$ cat config.mk
export PLATFORM = sky130hd
export DESIGN_NAME = mem_access_stage
export DESIGN_NICKNAME = d
export VERILOG_FILES = /design/src/rtl/mem_access_stage.sv
export SDC_FILE = /design/constraint.sdc
export NUM_CORES = 1
export LEC_CHECK = 0
export BUFFER_PORTS_ARGS = -buffer_cell sky130_fd_sc_hd__buf_2
export CAP_MARGIN = 20
export CELL_PAD_IN_SITES_DETAIL_PLACEMENT = 0
export CELL_PAD_IN_SITES_GLOBAL_PLACEMENT = 1
export CORE_MARGIN = 10
export CORE_UTILIZATION = 31
export CTS_CLUSTER_DIAMETER = 120
export DETAILED_ROUTE_END_ITERATION = 8
export GPL_ROUTABILITY_DRIVEN = 0
export GPL_TIMING_DRIVEN = 0
export PLACE_DENSITY_LB_ADDON = 0.25
export SYNTH_ARGS = -nofsm -noshare
export SYNTH_HDL_FRONTEND = slang
export SYNTH_SLANG_ARGS = --single-unit
export TNS_END_PERCENT = 50
$ cat constraint.sdc
create_clock -name clk -period 2.69 [get_ports clk]
set_input_delay 0.538 -clock clk [delete_from_list [all_inputs] [get_ports clk]]
set_output_delay 0.538 -clock clk [all_outputs]
set_load 0.01 [all_outputs]
$ cat src/rtl/mem_access_stage.sv
// rtl/mem_access_stage.sv - MEM pipeline stage with req/ack data-memory handshake, timeout abort and MEM/WB register
module mem_access_stage #(
  parameter int TIMEOUT = 16,
  parameter int CNT_W   = 5
) (
  input  logic        clk,
  input  logic        rst,
  input  logic [1:0]  MEM_WB,
  input  logic [1:0]  MEM_M,
  input  logic [31:0] MEM_ALU_out,
  input  logic [31:0] DM_Wdata,
  input  logic [4:0]  MEM_writeReg,
  output logic        dm_req,
  output logic        dm_we,
  output logic [31:0] dm_addr,
  output logic [31:0] dm_wdata,
  input  logic [31:0] dm_rdata,
  input  logic        dm_ack,
  output logic        mem_stall,
  output logic        mem_err,
  output logic [1:0]  WB_WB,
  output logic [31:0] WB_read_data,
  output logic [31:0] WB_ALU_out,
  output logic [4:0]  WB_writeReg
);

  typedef enum logic {S_IDLE, S_WAIT} state_t;

  state_t           state, state_nxt;
  logic [CNT_W-1:0] cnt, cnt_nxt;
  logic             op, is_write, misaligned, at_limit, abort;

  assign op         = MEM_M[1] | MEM_M[0];
  assign is_write   = MEM_M[0];
  assign misaligned = op & (MEM_ALU_out[1:0] != 2'b00);
  // Last permitted wait cycle: an ack here still completes, otherwise the access is abandoned.
  assign at_limit   = (state == S_WAIT) && (cnt == CNT_W'(TIMEOUT - 1));

  // Gating with rst keeps the request (and therefore the stall) low throughout reset.
  assign dm_req    = rst & op & ~misaligned;
  assign abort     = dm_req & ~dm_ack & at_limit;
  assign mem_stall = dm_req & ~dm_ack & ~at_limit;
  assign dm_we     = dm_req & is_write;
  assign dm_addr   = MEM_ALU_out;
  assign dm_wdata  = DM_Wdata;

  // State and wait-counter register.
  always_ff @(posedge clk or negedge rst) begin
    if (!rst) begin
      state <= S_IDLE;
      cnt   <= '0;
    end else begin
      state <= state_nxt;
      cnt   <= cnt_nxt;
    end
  end

  // Next-state logic: enter WAIT on an unacked request, leave on ack, timeout or a vanished request.
  always_comb begin
    state_nxt = state;
    cnt_nxt   = cnt;
    case (state)
      S_IDLE: begin
        if (dm_req && !dm_ack) begin
          state_nxt = S_WAIT;
          cnt_nxt   = CNT_W'(1);
        end
      end
      S_WAIT: begin
        if (dm_ack || at_limit || !dm_req) begin
          state_nxt = S_IDLE;
          cnt_nxt   = '0;
        end else begin
          cnt_nxt = cnt + CNT_W'(1);
        end
      end
      default: begin
        state_nxt = S_IDLE;
        cnt_nxt   = '0;
      end
    endcase
  end

  // Sticky error: set by a misaligned access or a timeout abort, cleared only by reset.
  always_ff @(posedge clk or negedge rst) begin
    if (!rst) begin
      mem_err <= 1'b0;
    end else if (misaligned || abort) begin
      mem_err <= 1'b1;
    end
  end

  // MEM/WB register: bubble while stalled, otherwise retire with squash rules for errors.
  always_ff @(posedge clk or negedge rst) begin
    if (!rst) begin
      WB_WB        <= '0;
      WB_read_data <= '0;
      WB_ALU_out   <= '0;
      WB_writeReg  <= '0;
    end else if (mem_stall) begin
      WB_WB <= '0;
    end else begin
      WB_ALU_out  <= MEM_ALU_out;
      WB_writeReg <= MEM_writeReg;
      if (misaligned) begin
        WB_WB <= '0;
      end else if (abort) begin
        WB_read_data <= '0;
        WB_WB        <= is_write ? 2'b00 : MEM_WB;
      end else begin
        WB_WB <= MEM_WB;
        if (dm_req && dm_ack && !is_write) begin
          WB_read_data <= dm_rdata;
        end
      end
    end
  end

endmodule

==> out/results.ini <==
[outcome]
outcome = complete, no violations

[placement]
io_buffer_count = 214
place_ws_ns = -0.116
place_hpwl_um = 9640

[synth]
netlist-cell-type-count = 36
ys_seq_elements = 78
syn_avg_cell_area_um2 = 11.5
yosysWarnings = 0
synth_cells = 335
synth_fp_nets = 445
ys_seq_area_share_pct = 50.7
yosysTopAreaCell = dfrtp_1
yosys.area.top_type_share_pct = 50.7
synth.area.top_cells = dfrtp_1 (51%), buf_4 (13%), mux2_4 (6.6%), mux2_2 (5.3%), nand3_1 (4.3%)
netlist_area_mm2 = 0.00385

[critical_path]
r2r.worst_path.cells = 8
r2r-end = WB_ALU_out[6]
crit_path_end_kind = output pin
rr_startpoint = cnt[0]
crit_required_ns = 2.15
path_max_fanout = 19
r2r_setup_slack_ns = 0.57
critical_path_arrival_ns = 2.03
path_class = reg -> out
cp-start-kind = flip-flop

[clock_tree]
ctsHoldBuffers = 0
cts_made_buffers = 9
clk_latency_ns = 0.33
cts_setup_buffers = 0
cts_tree = built
h-tree-depth = 3
clk_pin_slew_worst_paths_ns = 0.06
clock_path_buffers = 2
cts_sinks = 78
clock-root-buffer = clkbuf_16

[route]
wl_per_cell_um = 17.0
routed_wl_um = 12400
drtAntennaViolNets = 0
first_pass_iters = 4
via_count = 3225
drtIter0Drc = 131
viasPerCell = 4.41
drc = 0

[run]
maxCapViolCount = 0

[sta]
slew_headroom_pct = 69.1
finalSetupTns_ns = 0
finalWorstSetupSlack_ns = 0.125
finClkSkew_ns = 0.00586
hold_ws_ns = 0.0217
fmaxAchievable_mhz = 390
min_period_over_period_pct = 95.4
rsz0062_at_grt = no
hold_viol = 0
worstMarginPinSlew_ns = 0.463
fin_crit_ns = 2.57
slew_violations = 0
setup_viol = 0

[pwr]
power_uw = 3210
power.density_cell_area_mw_per_mm2 = 586
cellLeakagePower_uw = 0.00283
peakVddDrop_v = 0.000392

[floorplan]
coreArea_mm2 = 0.0121
die_area_mm2 = 0.0173
core.rowCount = 40
start_util_pct = 31.8
ioPinCount = 247
die_w_um = 131
die_h_um = 131

[hold_path]
min_path_type = in -> async

[grt]
grt.overflow.total = 0
antenna_found_initial = 1
grt_pass1_wl_um = 19500
grt_max_degree = 34
grt_pass1_vias = 3483
grt_use_total_pct = 14.1

[cells_and_area]
postLayoutCoreUtil_pct = 45.3
area_growth_pct = 42.4
num_antenna_cells = 0
fill_cells = 1201
drive_gt1_share_pct = 62.9
layout.nets = 671

[worst max path at each step]
stage	from	to
floorplan	cnt[0]	mem_stall
global placement	rst	dm_we
detailed placement	rst	dm_we
CTS	rst	dm_we
global route	cnt[0]	mem_stall
finish	cnt[0]	mem_stall
[metal layers]
| layer | vias up | wire (um) | track usage, % |
|---|---|---|---|
| li1 | 1550 | - | - |
| met1 | 1505 | 5100 | 16.3 |
| met2 | 159 | 5770 | 22.0 |
| met3 | 9 | 1420 | 8.16 |
| met4 | 2 | 103 | 2.97 |
| met5 | - | 7 | 0 |
[critical path: stages (launching register included)]
cell and delay (ns):
dfrtp_1 0.41, ha_1 0.23, and3_1 0.19, ha_2 0.21
nand2_2 0.11, and3_4 0.22, buf_12 0.17, buf_2 0.15
[sequential cells by signal (all words and copies together), names as in the netlist]
signal        count
state             1
WB_read_data     32
WB_WB             2
WB_writeReg       5
mem_err           1
WB_ALU_out       32
cnt               5
[layout by cell type, fill, tap and decap left out, types with 2 or more instances in the layout]
cell type,synthesis,final
a21oi_2,5,5
a22o_1,4,4
inv_1,3,3
dfrtp_1,78,78
a21oi_1,29,29
clkbuf_1,6,7
nor2_1,5,5
clkbuf_16,0,9
and2_1,3,3
buf_6,5,5
mux2_4,17,17
nand3b_1,2,2
nand3_1,33,33
buf_2,8,220
buf_12,1,2
o21ai_0,32,32
mux2_2,18,18
and3_1,2,2
buf_4,65,66
[logic make-up (layout without fill, tap and decap cells)]
| group | Yosys count | count (layout) | synth area share (%) |
|---|---|---|---|
| flip-flops | 78 | 78 | 50.7 |
| AO/OA/AOI/OAI | 76 | 76 | 11.2 |
| multiplexers | 35 | 35 | 11.9 |
| adder cells (fa/ha/maj) | 2 | 2 | 0.649 |
| buffers and inverters | 89 | 317 | 17.0 |
| XOR/XNOR | 2 | 2 | 0.455 |
| AND/OR/NAND/NOR | 53 | 53 | 8.15 |
[synthesized netlist by cell type, drive strengths merged]
| cell type | count |
|---|---|
| a21o | 2 |
| a21oi | 34 |
| a22o | 4 |
| a31oi | 1 |
| and2 | 3 |
| and3 | 3 |
| and3b | 1 |
| buf | 80 |
| clkbuf | 6 |
| dfrtp | 78 |
| ha | 2 |
| inv | 3 |
| mux2 | 35 |
| nand2 | 1 |
| nand3 | 33 |
| nand3b | 2 |
| nor2 | 5 |
| nor3 | 1 |
| nor3b | 1 |
| nor4 | 1 |
| o21ai | 32 |
| o21ba | 1 |
| o21bai | 1 |
| o22a | 1 |
| or3 | 1 |
| or3b | 1 |
| xnor2 | 1 |
| xor2 | 1 |
[area by class of cell]
class | count | area (um^2) | share of cell area, %
well taps | 168 | 210 | 3.83
clock buffers | 11 | 243 | 4.43
flip-flops and latches | 78 | 1950 | 35.6
repair buffers | 216 | 1140 | 20.7
clock inverters | 2 | 35.0 | 0.639
multi-input cells | 168 | 1260 | 22.9
inverters | 3 | 11.3 | 0.205
plain buffers | 85 | 638 | 11.6
[what timing repair did]
item                       CTS  global route
setup endpoints to repair    3             3
gates resized for setup      4             3
cloned                       1             0
[power breakdown]
part	internal, uW	total, uW	leakage, uW	switching, uW
combinational	336	672	0.00173	336
clock	727	1180	0.000137	449
sequential	1300	1370	0.000962	62.2
total	2370	3210	0.00283	847
[stage by stage]
step,cell area (um^2),instances
after floorplan,3850,335
after global placement,5130,717
after detailed placement,5160,718
after CTS,5470,731
after global routing,5480,731
final,5480,731
No activity file was read; power rests on OpenSTA's default activity.
